`src/rtl/mci_port_arbiter.sv`:
```
// Merges the CPU instruction-fetch port (P1) and data port (P2) onto one memory port.
// Records the owner of each issued request and routes in-order responses back to it.
module mci_port_arbiter #(
    parameter int ADDR_W          = 32,
    parameter int DATA_W          = 32,
    parameter int MAX_OUTSTANDING = 4
) (
    input  logic                  i_clk,
    input  logic                  i_reset,

    input  logic                  p1_req_valid,
    output logic                  p1_req_ready,
    input  logic [ADDR_W-1:0]     p1_req_addr,
    input  logic                  p1_req_we,
    input  logic [DATA_W/8-1:0]   p1_req_wstrb,
    input  logic [DATA_W-1:0]     p1_req_wdata,
    output logic                  p1_rsp_valid,
    output logic [DATA_W-1:0]     p1_rsp_rdata,

    input  logic                  p2_req_valid,
    output logic                  p2_req_ready,
    input  logic [ADDR_W-1:0]     p2_req_addr,
    input  logic                  p2_req_we,
    input  logic [DATA_W/8-1:0]   p2_req_wstrb,
    input  logic [DATA_W-1:0]     p2_req_wdata,
    output logic                  p2_rsp_valid,
    output logic [DATA_W-1:0]     p2_rsp_rdata,

    output logic                  m_req_valid,
    input  logic                  m_req_ready,
    output logic [ADDR_W-1:0]     m_req_addr,
    output logic                  m_req_we,
    output logic [DATA_W/8-1:0]   m_req_wstrb,
    output logic [DATA_W-1:0]     m_req_wdata,
    input  logic                  m_rsp_valid,
    input  logic [DATA_W-1:0]     m_rsp_rdata,

    output logic                  o_err_unexpected
);
    localparam int STRB_W = DATA_W / 8;
    localparam int PTR_W  = (MAX_OUTSTANDING > 1) ? $clog2(MAX_OUTSTANDING) : 1;
    localparam int CNT_W  = PTR_W + 1;
    localparam logic [CNT_W:0] MAX_CNT = MAX_OUTSTANDING[CNT_W:0];
    localparam logic PORT_P1 = 1'b0;
    localparam logic PORT_P2 = 1'b1;

    logic                 last_grant;
    logic                 slot_port;
    logic                 grant;
    logic [CNT_W-1:0]     fifo_count;
    logic [PTR_W-1:0]     wr_ptr;
    logic [PTR_W-1:0]     rd_ptr;
    logic [MAX_OUTSTANDING-1:0] route_id;
    logic                 fifo_empty;
    logic                 head;
    logic                 push;
    logic                 pop;
    logic                 slot_free;
    logic                 can_issue;
    logic                 accept;
    logic [CNT_W:0]       outstanding;
    logic [ADDR_W-1:0]    sel_addr;
    logic                 sel_we;
    logic [STRB_W-1:0]    sel_wstrb;
    logic [DATA_W-1:0]    sel_wdata;

    assign fifo_empty = (fifo_count == '0);
    assign head       = route_id[rd_ptr];
    assign push       = m_req_valid && m_req_ready;
    assign pop        = m_rsp_valid && !fifo_empty;
    assign slot_free  = !m_req_valid || m_req_ready;

    // A draining slot only moves its entry into the route FIFO, so it frees no credit.
    assign outstanding = {1'b0, fifo_count} + {{CNT_W{1'b0}}, m_req_valid};
    assign can_issue   = slot_free && (outstanding < MAX_CNT);

    always_comb begin
        grant = PORT_P1;
        if (p1_req_valid && p2_req_valid) begin
            grant = ~last_grant;
        end else if (p2_req_valid) begin
            grant = PORT_P2;
        end
    end

    assign p1_req_ready = can_issue && (grant == PORT_P1);
    assign p2_req_ready = can_issue && (grant == PORT_P2);
    assign accept = (p1_req_valid && p1_req_ready) || (p2_req_valid && p2_req_ready);

    assign sel_addr  = (grant == PORT_P2) ? p2_req_addr  : p1_req_addr;
    assign sel_we    = (grant == PORT_P2) ? p2_req_we    : p1_req_we;
    assign sel_wstrb = (grant == PORT_P2) ? p2_req_wstrb : p1_req_wstrb;
    assign sel_wdata = (grant == PORT_P2) ? p2_req_wdata : p1_req_wdata;

    // Output slot: loads only on accept, so fields hold while memory stalls.
    always_ff @(posedge i_clk or posedge i_reset) begin
        if (i_reset) begin
            m_req_valid <= 1'b0;
            m_req_addr  <= '0;
            m_req_we    <= 1'b0;
            m_req_wstrb <= '0;
            m_req_wdata <= '0;
            slot_port   <= PORT_P1;
            last_grant  <= PORT_P2;
        end else if (accept) begin
            m_req_valid <= 1'b1;
            m_req_addr  <= sel_addr;
            m_req_we    <= sel_we;
            m_req_wstrb <= sel_wstrb;
            m_req_wdata <= sel_wdata;
            slot_port   <= grant;
            last_grant  <= grant;
        end else if (push) begin
            m_req_valid <= 1'b0;
        end
    end

    // Route FIFO of owner IDs for requests memory has accepted.
    always_ff @(posedge i_clk or posedge i_reset) begin
        if (i_reset) begin
            fifo_count       <= '0;
            wr_ptr           <= '0;
            rd_ptr           <= '0;
            route_id         <= '0;
            o_err_unexpected <= 1'b0;
        end else begin
            if (push) begin
                route_id[wr_ptr] <= slot_port;
                wr_ptr           <= wr_ptr + PTR_W'(1);
            end
            if (pop) begin
                rd_ptr <= rd_ptr + PTR_W'(1);
            end
            if (push && !pop) begin
                fifo_count <= fifo_count + CNT_W'(1);
            end else if (!push && pop) begin
                fifo_count <= fifo_count - CNT_W'(1);
            end
            if (m_rsp_valid && fifo_empty) begin
                o_err_unexpected <= 1'b1;
            end
        end
    end

    assign p1_rsp_valid = pop && (head == PORT_P1);
    assign p2_rsp_valid = pop && (head == PORT_P2);
    assign p1_rsp_rdata = m_rsp_rdata;
    assign p2_rsp_rdata = m_rsp_rdata;

endmodule
```
`config.mk`:
```
export PLATFORM = sky130hd
export DESIGN_NAME = mci_port_arbiter
export DESIGN_NICKNAME = d
export VERILOG_FILES = /design/src/rtl/mci_port_arbiter.sv
export SDC_FILE = /design/constraint.sdc
export NUM_CORES = 1
export LEC_CHECK = 0
export BUFFER_PORTS_ARGS = -buffer_cell sky130_fd_sc_hd__buf_2
export CORE_AREA = 2 2 123 125
export CTS_BUF_LIST = sky130_fd_sc_hd__clkbuf_4
export DETAILED_ROUTE_END_ITERATION = 16
export DIE_AREA = 0 0 125 127
export PLACE_DENSITY = 0.74
export SYNTH_ARGS = -nofsm -noshare
export SYNTH_HDL_FRONTEND = slang
export SYNTH_SLANG_ARGS = --single-unit
```
`constraint.sdc`:
```
create_clock -name i_clk -period 6.1 [get_ports i_clk]
set_input_delay 1.83 -clock i_clk [delete_from_list [all_inputs] [get_ports i_clk]]
set_output_delay 1.83 -clock i_clk [all_outputs]
set_load 0.01 [all_outputs]
```
==> key figures <==
Outcome
  – Status: finished, final reports clean

STA
  – Final setup TNS: 0 ps
  – Max_slew headroom: 56.8%
  – RSZ-0062 raised after global routing: false
  – Clk_skew: 15.3 ps
  – Setup slack after layout: 1620 ps
  – Highest Clock Rate: 223 MHz
  – Fin. max-slew vios: 0
  – Fin crit share: between 70% and 80%
  – Worst-Margin Slew: around 650 ps
  – Final setup fails: 0
  – Min cycle time layout: approximately 4500 ps
  – Final Hold Viols: 0

Cells and area
  – Layout cells sized above 1: 75.4%
  – Area Growth Syn to Fin: 18.9%
  – Post-layout util: between 30 and 40%
  – Number of diodes: 0
  – Non-filler instance count after layout: 697
  – Fillcell total: 1365
  – Final Net Count: 690

Worst setup path
  – Req. time, crit path: 4270 ps
  – FF-to-FF Start: fifo_count[2]$_DFFE_PP0P_
  – Critical path startpoint: m_req_ready
  – CP Launch Type: input port
  – Worst setup EP type: output port
  – Max FO, Critical Path: 4
  – WP data arrival: 2650 ps
  – Critical path class: input port to output port

Clock network
  – Clk slew on worst S/H paths: approximately 140 ps
  – CTS tree: yes
  – Clock tree buffer depth: 2
  – Post-CTS setup buffers: 0
  – CTS Buf Count: 9
  – Hold Buf Count CTS: 0
  – Clk sink count: 84
  – Post_cts resized: 0
  – H-tree levels: 3
  – Root buffer cell: clkbuf_4
  – Worst-Skew Late Latency: 450 ps

Detailed routing
  – Vias: 3178
  – DRT iter0 DRCs: 68
  – Final wirelength: 10900 um
  – Vias per Instance: 4.56
  – Post-route ant nets: 0
  – First drt pass iteration count: 4
  – DRC errors left: 0
  – WL/cell: 15.7 um

Synth
  – Syn avg cell area: 13.3 um^2
  – Synthesized cell area: about 0.0047 mm^2
  – Synth area leaders: dfrtp_1 44%, mux2_2 32%, buf_4 10%
  – #FFs+latches synth: 84
  – Post-synth top area share: 44.1%
  – Distinct cell type count after synthesis: 32
  – Synth warn: 0
  – Seq/Total Area, Yosys: between 40 and 50%
  – Syn Nets: approximately 540
  – Largest area contributor in the netlist: dfrtp_1
  – Post-Syn Instances: 354

Run
  – Max Cap Violations: 0

Die
  – Die width: 125 um
  – Die Span Y: around 130 um
  – IO Count: 315
  – Core Rows: 44
  – Starting Density: 32.6%
  – Core area: 0.0144 mm^2
  – Die ar.: between 0.015 and 0.02 mm^2

Global routing
  – Global Route Usage Sum: approximately 14%
  – Vias in the first global route: around 3400
  – Antenna violations before repair: 0
  – First-pass GRT wire length: ~17000 um
  – Remaining global-route overflow: 0
  – Pin count of the biggest net entering global routing: 52

Power and ir drop
  – Power Density: 449 mW/mm^2
  – Worst VDD drop: approximately 240 uV
  – P_leak: 2.68 nW

Place
  – Port Buf Inserts: between 200 and 250
  – Gp weighted congestion: about 0.77
  – Dpl hpwl: 8580 um
  – Post-Place Worst Slack: 1620 ps
  – Placed Instances: 681

Worst hold path
  – Worst Hold Class: register to register
  – Min-delay src: o_err_unexpected$_DFFE_PP0P_
==> worst paths after layout <==
check	to	slack, ps	depth (start not counted)
max in group asynchronous	route_id[1]$_DFFE_PP0P_	3620	3
setup / recovery	p2_req_ready	1620	5
hold / removal	o_err_unexpected$_DFFE_PP0P_	470	1
min in group asynchronous	m_req_addr[20]$_DFFE_PP0P_	1400	2
setup reg to reg	fifo_count[2]$_DFFE_PP0P_	3970	8
hold reg to reg	o_err_unexpected$_DFFE_PP0P_	470	1
==> cells in the final DEF, fill, tap and decap left out, drive strengths merged, types with 2 or more instances in the layout <==
cell	n
mux2	143
and2	2
clkinv	3
nand2b	2
nor2	4
nand2	6
xor2	2
a21o	2
inv	6
clkbuf	11
clkinvlp	2
dfrtp	83
ha	5
xnor2	4
a21oi	2
buf	223
==> logic make-up (layout without fill, tap and decap cells) <==
kind of cell    after synthesis  count (layout)  share of synthesized area, %
fa+ha+maj                     6               6                          1.75
flops                        84              84                          44.7
buf+inv                      86             245                          13.3
xor+xnor                      6               6                          1.12
compound gates               11              11                          1.94
mux                         144             144                          35.5
simple gates                 17              17                          1.73
==> registers in the layout, indices dropped and copies added, names as in the netlist <==
name,flops
route_id,4
m_req_wstrb,4
rd_ptr,2
last_grant,1
m_req_wdata,32
m_req_addr,32
wr_ptr,2
o_err_unexpected,1
fifo_count,3
m_req_we,1
m_req_valid,1
slot_port,1
==> cell usage after synthesis, drive strengths merged <==
cell,n
mux2,143
dfrtp,83
buf,79
inv,6
nand2,6
ha,5
nor2,4
xnor2,4
a21o,2
a21oi,2
and2,2
nand2b,2
xor2,2
a211oi,1
a21bo,1
a21boi,1
clkbuf,1
dfstp,1
fa,1
mux4,1
nand3b,1
nor2b,1
nor3,1
o21ai,1
o22a,1
o22ai,1
o2bb2ai,1
==> per-stage QoR <==
| stage | hold slack [ps] | cell area (um^2) | power [mW] |
|---|---|---|---|
| 3_3_place_gp | 438 | 5480 | 2.20 |
| 2_1_floorplan | 453 | 4710 | 1.88 |
| 4_1_cts | 479 | 5600 | 2.56 |
| 6_report | 473 | 5600 | 2.51 |
| 5_1_grt | 513 | 5600 | 2.70 |
| 3_5_place_dp | 448 | 5480 | 2.25 |
==> routing by layer <==
metal | vias to the layer above | GRT usage (%) | wire (um)
met4 | 0 | 6.60 | 278
met1 | 1498 | 13.8 | 3910
met3 | 16 | 4.40 | 976
li1 | 1464 | - | -
met2 | 200 | 25.2 | 5750
met5 | - | 0 | 0
==> report_power, final <==
| group | internal [mW] | switching (mW) | total, mW |
|---|---|---|---|
| combinational | 0.667 | 0.529 | 1.20 |
| clock | 0.0944 | 0.203 | 0.298 |
| sequential | 0.847 | 0.170 | 1.02 |
| total | 1.61 | 0.902 | 2.51 |
==> final cells by class <==
cell class | count | area [um^2] | area share [%]
Timing Repair Buffer | 223 | 1130 | 20.2
Sequential cell | 84 | 2100 | 37.6
Clock buffer | 11 | 82.6 | 1.48
Multi-Input combinational cell | 184 | 1990 | 35.6
Clock inverter | 5 | 37.5 | 0.671
Inverter | 6 | 23.8 | 0.425
Tap cell | 184 | 230 | 4.11
==> critical path: stages <==
cell and delay (ps):
buf_2 100, a21bo_2 260, a21oi_1 190, and2_1 140, buf_2 120
Note: power is estimated with default switching activity, not from simulation.
